[config.mk]
export PLATFORM = sky130hd
export DESIGN_NAME = pipeline_ctrl
export DESIGN_NICKNAME = d
export VERILOG_FILES = /design/src/rtl/pipeline_ctrl.sv
export SDC_FILE = /design/constraint.sdc
export NUM_CORES = 1
export LEC_CHECK = 0
export BUFFER_PORTS_ARGS = -buffer_cell sky130_fd_sc_hd__buf_4
export CAP_MARGIN = 20
export CORE_MARGIN = 2
export CORE_UTILIZATION = 45
export DETAILED_ROUTE_END_ITERATION = 7
export PLACE_DENSITY = 0.77
export SYNTH_ARGS = -nofsm -noshare
export SYNTH_HDL_FRONTEND = slang
export SYNTH_SLANG_ARGS = --single-unit
[constraint.sdc]
create_clock -name clk -period 7.45 [get_ports clk]
set_clock_uncertainty 0.15 [all_clocks]
set_input_delay 1.49 -clock clk [delete_from_list [all_inputs] [get_ports clk]]
set_output_delay 1.49 -clock clk [all_outputs]
set_load 0.01 [all_outputs]
[src/rtl/pipeline_ctrl.sv]
// Pipeline hazard/redirect controller: per-register stall/flush and PC redirect.
// Optional perf counters enabled by defining PIPE_PERF_CNT_EN.
module pipeline_ctrl (
    input  logic        clk,
    input  logic        rst,
    input  logic        if_stallreq,
    input  logic        id_stallreq,
    input  logic        ex_stallreq,
    input  logic        mem_stallreq,
    input  logic        exc_req,
    input  logic [31:0] exc_pc,
    input  logic        if_busy,
    output logic [4:0]  stall,
    output logic [4:0]  flush,
    output logic        redir_valid,
    output logic [31:0] redir_pc,
    output logic [31:0] stall_cnt,
    output logic [31:0] flush_cnt
);

    typedef enum logic [1:0] {
        RUN,
        WAIT_IF,
        REDIRECT
    } state_e;

    state_e      state_q, state_d;
    logic [31:0] epc_q, epc_d;
    logic        redir_valid_q, redir_valid_d;
    logic [31:0] redir_pc_q, redir_pc_d;
    logic [4:0]  stall_c, flush_c;

    // Next-state, latched target and per-register stall/flush decode
    always_comb begin
        state_d = state_q;
        epc_d   = epc_q;
        stall_c = 5'b00000;
        flush_c = 5'b00000;
        unique case (state_q)
            RUN: begin
                if (exc_req) begin
                    stall_c = 5'b00001;
                    flush_c = 5'b11110;
                    epc_d   = exc_pc;
                    state_d = if_busy ? WAIT_IF : REDIRECT;
                end else if (mem_stallreq) begin
                    stall_c = 5'b01111;
                    flush_c = 5'b10000;
                end else if (ex_stallreq) begin
                    stall_c = 5'b00111;
                    flush_c = 5'b01000;
                end else if (id_stallreq) begin
                    stall_c = 5'b00011;
                    flush_c = 5'b00100;
                end else if (if_stallreq) begin
                    stall_c = 5'b00001;
                    flush_c = 5'b00010;
                end
            end
            WAIT_IF: begin
                stall_c = 5'b00001;
                flush_c = 5'b11110;
                if (!if_busy) state_d = REDIRECT;
            end
            REDIRECT: begin
                flush_c = 5'b11110;
                state_d = RUN;
            end
            default: state_d = RUN;
        endcase
        // Strobe is registered so it lines up with the REDIRECT cycle
        redir_valid_d = (state_d == REDIRECT);
        redir_pc_d    = redir_valid_d ? epc_d : redir_pc_q;
    end

    // State and redirect registers
    always_ff @(posedge clk or posedge rst) begin
        if (rst) begin
            state_q       <= RUN;
            epc_q         <= 32'd0;
            redir_valid_q <= 1'b0;
            redir_pc_q    <= 32'd0;
        end else begin
            state_q       <= state_d;
            epc_q         <= epc_d;
            redir_valid_q <= redir_valid_d;
            redir_pc_q    <= redir_pc_d;
        end
    end

    // Controls are forced quiet while reset is held
    assign stall       = rst ? 5'b00000 : stall_c;
    assign flush       = rst ? 5'b00000 : flush_c;
    assign redir_valid = redir_valid_q;
    assign redir_pc    = redir_pc_q;

`ifdef PIPE_PERF_CNT_EN
    logic [31:0] stall_cnt_q, stall_cnt_d;
    logic [31:0] flush_cnt_q, flush_cnt_d;

    // Counter increments; both wrap naturally at 32 bits
    always_comb begin
        stall_cnt_d = stall_cnt_q + {31'd0, |stall_c};
        flush_cnt_d = flush_cnt_q + {31'd0, redir_valid_q};
    end

    // Performance counter registers
    always_ff @(posedge clk or posedge rst) begin
        if (rst) begin
            stall_cnt_q <= 32'd0;
            flush_cnt_q <= 32'd0;
        end else begin
            stall_cnt_q <= stall_cnt_d;
            flush_cnt_q <= flush_cnt_d;
        end
    end

    assign stall_cnt = stall_cnt_q;
    assign flush_cnt = flush_cnt_q;
`else
    assign stall_cnt = 32'd0;
    assign flush_cnt = 32'd0;
`endif

endmodule
==> impl_metrics.env, run 1 <==
export IMPL_p_comb_share_pct=45.5
export IMPL_fmax_mhz=235
export IMPL_clk_pin_slew_ns=0.07
export IMPL_pwr_share_seq_pct=37.0
export IMPL_fin_tns_setup_ns=0
export IMPL_grt_max_degree=68
export IMPL_route_detailed_drc=0
export IMPL_area_growth_syn_to_layout_pct=19.2
export IMPL_synthFlopType="dfrtp_1"
export IMPL_endpoint_kind="primary output"
export IMPL_async_flop_share_pct=100
export IMPL_cts_sinks=67
export IMPL_cts_root_buf="clkbuf_8"
export IMPL_overflow=0
export IMPL_htree_levels=3
export IMPL_powerDensity_mw_per_mm2=428
export IMPL_setup_viol=0
export IMPL_cts_buffers=9
export IMPL_drt_iter0_markers=30
export IMPL_worstSkewPairLatency_ns=0.34
export IMPL_gp_congestion=0.825
export IMPL_switching_power_w=0.000536
export IMPL_rsz0062_at_grt="false"
export IMPL_drive_gt1_share_pct=50.1
export IMPL_synth_edf_count=0
export IMPL_core_area_mm2=0.00725
export IMPL_cp_required_ns=5.81
export IMPL_synth_top_area_cell="dfrtp_1"
export IMPL_yosysMostFrequentCell="dfrtp_1"
export IMPL_dpl_hpwl_um=3870
export IMPL_layout_min_cycle_time_ns=4.26
export IMPL_die_w_um=90.5
export IMPL_grt_pass1_wl_um=8960
export IMPL_die_area_mm2=0.00818
export IMPL_synth_cells=248
export IMPL_fill_cells=607
export IMPL_synth_area_top_cells="dfrtp_1, mux2_4, buf_4, mux2_2, buf_6"
export IMPL_slew_violations=0
export IMPL_grt_pass1_vias=1785
export IMPL_antenna_found_initial=0
export IMPL_clkPwrFrac_pct=17.5
export IMPL_slew_limit_headroom_pct=45.5
export IMPL_wl_per_cell_um=12.8
export IMPL_final_util_pct=55.3
export IMPL_p_leak_nw=2.01
export IMPL_cap_violations=0
export IMPL_row_count=31
export IMPL_regArea_mm2=0.00168
export IMPL_multi_input_area_mm2=0.00134
export IMPL_syn_area_mm2=0.00336
export IMPL_crit_fanout=18
export IMPL_seq_area_frac_synth_pct=49.9
export IMPL_ys_seq_elements=67
export IMPL_syn_area_per_cell_um2=13.6
export IMPL_cts_tree="yes"
export IMPL_synth_top_area_share_pct=49.9
export IMPL_synth_distinct_cells=25
export IMPL_grt_util_all_layers_pct=13.8
export IMPL_status="finished, final reports clean"
export IMPL_report_final_hold_viol_count=0
export IMPL_routed_wl_um=5600
export IMPL_swShare_pct=31.2
export IMPL_start_util_pct=46.4
export IMPL_peakVddDrop_mv=0.205
export IMPL_postCtsSetupRepairBufs=0
export IMPL_yosys_warnings=0
export IMPL_start_kind="primary input"
export IMPL_diodes=0
export IMPL_ant_nets=0
export IMPL_critPathKind="in2out"
export IMPL_hp_class="reg2reg"
export IMPL_cts_resized_gates=0
export IMPL_tightest_slew_ns=0.817
export IMPL_io_pins=147
export IMPL_fin_nets=377
export IMPL_drt_pass1_iter_count=5
export IMPL_cts_buffer_depth=2
export IMPL_vias=1919
export IMPL_die_height_um=90.5
export IMPL_via_per_inst=4.38
export IMPL_port_buffers=80
export IMPL_finalCritPeriodShare_pct=57.2
export IMPL_crit_arrival_ns=2.62
export IMPL_cts_hold_buffers=0
export IMPL_synthTopCellsByCount="dfrtp_1, buf_4, mux2_4"
export IMPL_power_internal_w=0.00118
[per-layer routing]
layer  global-route usage [%]  up-vias  routed length, um
li1                         -      879                  -
met3                     4.84        9                472
met4                     5.77        0                 91
met2                     20.1      103               2480
met1                     18.9      928               2550
met5                        0        -                  0
[cell families (layout without fill, tap and decap cells)]
family                     after synthesis  after routing  share of synthesized area (%)
adders and majority gates                3              3                           1.12
and+or+nand+nor                         18             18                           2.64
muxes                                   64             64                           25.4
buffers and inverters                   79            105                           17.8
other                                    1             66                          0.112
AOI/OAI and AO/OA                       16             16                           3.05
DFF                                     67             67                           49.9
[worst paths after layout]
check                                     start                       end  slack, ns  cells past startpoint
setup / recovery                        exc_req                  flush[3]       3.19                      6
hold / removal              epc_q[18]$_DFF_PP0_       epc_q[18]$_DFF_PP0_       0.34                      1
setup reg to reg           state_q[1]$_DFF_PP0_  redir_pc[17]$_DFFE_PP0P_       4.61                      6
hold reg to reg             epc_q[18]$_DFF_PP0_       epc_q[18]$_DFF_PP0_       0.34                      1
max in group asynchronous                   rst  redir_pc[15]$_DFFE_PP0P_       5.31                      3
min in group asynchronous                   rst       epc_q[22]$_DFF_PP0_       1.31                      3
[sequential cells by signal, summed over array words and instances, names as in the netlist]
| name | flops |
|---|---|
| redir_pc | 32 |
| redir_valid | 1 |
| state_q | 2 |
| epc_q | 32 |
[final cells by class]
cell class	instances	share of cell area [%]
clock buffer	10	3.43
clock inverter	6	1.62
inverter	6	0.593
multi-input combinational	167	33.4
sequential	67	41.8
tap	99	3.09
timing repair buffer	83	16.0
[per-stage QoR]
| stage | instances | instance area [um2] | power, W | hold slack, ns | setup WS, ns |
|---|---|---|---|---|---|
| 2_1_floorplan | 313 | 3610 | 0.00120 | 0.315 | 2.39 |
| 3_3_place_gp | 421 | 3780 | 0.00140 | 0.326 | 2.83 |
| 3_5_place_dp | 421 | 3780 | 0.00142 | 0.326 | 2.82 |
| 4_1_cts | 437 | 3980 | 0.00173 | 0.348 | 2.83 |
| 5_1_grt | 438 | 4010 | 0.00182 | 0.356 | 3.03 |
| 6_report | 438 | 4010 | 0.00172 | 0.344 | 3.19 |
[worst max-delay path, cell delays in order]
cell and delay (ns):
buf_4 0.12, inv_2 0.07, nor2_4 0.52, a311oi_1 0.10, nor3_1 0.17, buf_4 0.15
[power by group through the flow]
stage | logic (W) | clock network (W) | registers (W)
3_5_place_dp | 0.000778 | 0 | 0.000640
3_3_place_gp | 0.000760 | 0 | 0.000636
4_1_cts | 0.000780 | 0.000311 | 0.000638
2_1_floorplan | 0.000535 | 0 | 0.000665
6_report | 0.000780 | 0.000301 | 0.000634
5_1_grt | 0.000843 | 0.000326 | 0.000655
[cells in the final DEF (no fill, tap or decap)]
| cell | n |
|---|---|
| buf_4 | 82 |
| a211oi_1 | 1 |
| o21ai_0 | 3 |
| clkinv_4 | 2 |
| nor2b_1 | 1 |
| nand2_1 | 1 |
| nor2_4 | 1 |
| bufinv_16 | 1 |
| mux2_4 | 36 |
| a31oi_1 | 1 |
| ha_1 | 3 |
| dfrtp_1 | 67 |
| a22o_1 | 1 |
| o21ai_4 | 1 |
| mux2_2 | 28 |
| nand3_1 | 1 |
| nor2_1 | 8 |
| clkinvlp_4 | 1 |
| a21o_2 | 2 |
| conb_1 | 66 |
| inv_2 | 2 |
| buf_16 | 1 |
| nor3_1 | 5 |
| nor3b_1 | 1 |
| a311oi_1 | 1 |
| inv_1 | 3 |
| clkinv_2 | 3 |
| clkbuf_8 | 10 |
| a21oi_1 | 6 |
No activity file was read; power rests on OpenSTA's default activity.
==> run 2: changes to the inputs <==
clock period = 4 ns   (was 7.45 ns; I/O delays follow)
==> impl_metrics.env, run 2 (same netlist as run 1, synthesis figures left out) <==
export IMPL_mostFrequentLayoutCells="buf_4, dfrtp_1, conb_1, mux2_4, mux2_2"
export IMPL_hp_start="epc_q[21]$_DFF_PP0_"
export IMPL_multi_input_area_mm2=0.00134
export IMPL_cts_hold_buffers=0
export IMPL_die_w_um=90.5
export IMPL_power_internal_w=0.00226
export IMPL_cp_cell_sequence="inv_1, ha_1, clkinv_2, nor2_4, a311oi_1, nor3_1, buf_4"
export IMPL_via_per_inst=4.42
export IMPL_grt_max_degree=68
export IMPL_cts_tree="yes"
export IMPL_die_height_um=90.5
export IMPL_r2r_slack_ns=1.12
export IMPL_drt_iter0_markers=42
export IMPL_powerDensity_mw_per_mm2=812
export IMPL_grt_pass1_wl_um=9210
export IMPL_die_area_mm2=0.00818
export IMPL_drive_gt1_share_pct=49.6
export IMPL_final_common_cell="buf_4"
export IMPL_cts_root_buf="clkbuf_8"
export IMPL_setup_ws_ns=0.741
export IMPL_timing_rr_end="redir_pc[28]$_DFFE_PP0P_"
export IMPL_swShare_pct=30.7
export IMPL_routed_wl_um=5740
export IMPL_cts_sinks=67
export IMPL_p_comb_share_pct=44.8
export IMPL_cap_violations=0
export IMPL_route_detailed_drc=0
export IMPL_cts_buffer_depth=2
export IMPL_wl_per_cell_um=13.1
export IMPL_dpl_hpwl_um=4100
export IMPL_peakVddDrop_mv=0.461
export IMPL_p_leak_nw=2.01
export IMPL_clkPwrFrac_pct=18.9
export IMPL_row_count=31
export IMPL_worstSkewPairLatency_ns=0.34
export IMPL_finalCritPeriodShare_pct=81.5
export IMPL_layout_min_cycle_time_ns=3.26
export IMPL_ff2ff_path_depth=7
export IMPL_rsz0062_at_grt="false"
export IMPL_vias=1937
export IMPL_io_pins=147
export IMPL_cts_resized_gates=0
export IMPL_ant_nets=0
export IMPL_endpoint_kind="primary output"
export IMPL_setup_viol=0
export IMPL_start_util_pct=46.4
export IMPL_overflow=0
export IMPL_fmax_mhz=307
export IMPL_crit_fanout=17
export IMPL_switching_power_w=0.00100
export IMPL_crit_arrival_ns=2.31
export IMPL_core_area_mm2=0.00725
export IMPL_worstReg2RegStart="state_q[0]$_DFF_PP0_"
export IMPL_postCtsSetupRepairBufs=0
export IMPL_gp_congestion=0.754
export IMPL_slew_limit_headroom_pct=45.2
export IMPL_fin_tns_setup_ns=0
export IMPL_fill_cells=617
export IMPL_tightest_slew_ns=0.822
export IMPL_place_ws_ns=1.11
export IMPL_cpMaxStageDelayCell="nor2_4"
export IMPL_hp_class="reg2reg"
export IMPL_area_growth_syn_to_layout_pct=19.5
export IMPL_grt_pass1_vias=1918
export IMPL_cp_slowest_stage_delay_ns=0.47
export IMPL_drt_pass1_iter_count=3
export IMPL_report_final_hold_viol_count=0
export IMPL_htree_levels=3
export IMPL_clk_pin_slew_ns=0.07
export IMPL_status="finished, final reports clean"
export IMPL_min_path_cells=1
export IMPL_diodes=0
export IMPL_antenna_found_initial=0
export IMPL_port_buffers=80
export IMPL_critPathKind="reg2out"
export IMPL_min_to="epc_q[21]$_DFF_PP0_"
export IMPL_cts_buffers=9
export IMPL_slew_violations=0
export IMPL_pwr_share_seq_pct=36.3
export IMPL_start_kind="register"
export IMPL_cp_required_ns=3.05
export IMPL_fin_nets=377
export IMPL_regArea_mm2=0.00168
export IMPL_grt_util_all_layers_pct=14.2
==> run 2: changes by cell type in the layout (fill, tap and decap cells not counted) <==
cell        delta
clkbuf_1       +2
buf_12         +1
buf_16         -1
bufinv_16      +1
clkinv_2       -1
clkinv_4       -1
clkinvlp_4     -1
==> run 2: cell type report <==
type	count	area share [%]
clock buffers	12	3.61
clock inverters	4	1.84
inverters	6	0.592
multi-input cells	167	33.3
flip-flops and latches	67	41.7
well taps	99	3.08
repair buffers	83	15.8
==> run 2: critical path: cells and delay by family (launching register included) <==
family | cells | cell delay, ns
DFF | 1 | 0.45
AOI/OAI and AO/OA | 1 | 0.10
adders and majority gates | 1 | 0.33
buffers and inverters | 3 | 0.45
and+or+nand+nor | 2 | 0.64
==> run 2: metrics by stage <==
step           utilization, %  power [W]  hold slack, ns  cell area, um2  std cells
6_report                 55.4    0.00326           0.346            4020        438
5_1_grt                  55.4    0.00345           0.358            4020        438
4_1_cts                  55.4    0.00331           0.349            4020        438
3_5_place_dp             52.4    0.00267           0.327            3800        422
3_3_place_gp             52.4    0.00262           0.326            3800        422
2_1_floorplan               -    0.00224           0.315            3610        313
==> run 2: worst max-delay path by stage <==
| stage | start | end | slack [ns] | cells past startpoint |
|---|---|---|---|---|
| floorplan | rst | stall[1] | 0.32 | 3 |
| global placement | ex_stallreq | flush[1] | 1.20 | 6 |
| detailed placement | state_q[0]$_DFF_PP0_ | flush[3] | 1.11 | 7 |
| CTS | state_q[0]$_DFF_PP0_ | flush[3] | 0.73 | 7 |
| global route | state_q[1]$_DFF_PP0_ | flush[4] | 0.58 | 7 |
| finish | state_q[0]$_DFF_PP0_ | flush[3] | 0.74 | 7 |
==> run 2: metal layers <==
| layer | vias up | GRT usage [%] | wire, um |
|---|---|---|---|
| met5 | - | 0 | 0 |
| met4 | 0 | 5.00 | 70 |
| met3 | 8 | 6.43 | 546 |
| met2 | 102 | 21.5 | 2650 |
| met1 | 957 | 18.2 | 2470 |
| li1 | 870 | - | - |
==> run 2: power groups by stage <==
stage	sequential (W)	combinational [W]	clock, W
after floorplan	0.00124	0.000996	0
after global placement	0.00118	0.00143	0
after detailed placement	0.00119	0.00148	0
after CTS	0.00119	0.00148	0.000644
after global routing	0.00122	0.00157	0.000667
final	0.00118	0.00146	0.000618
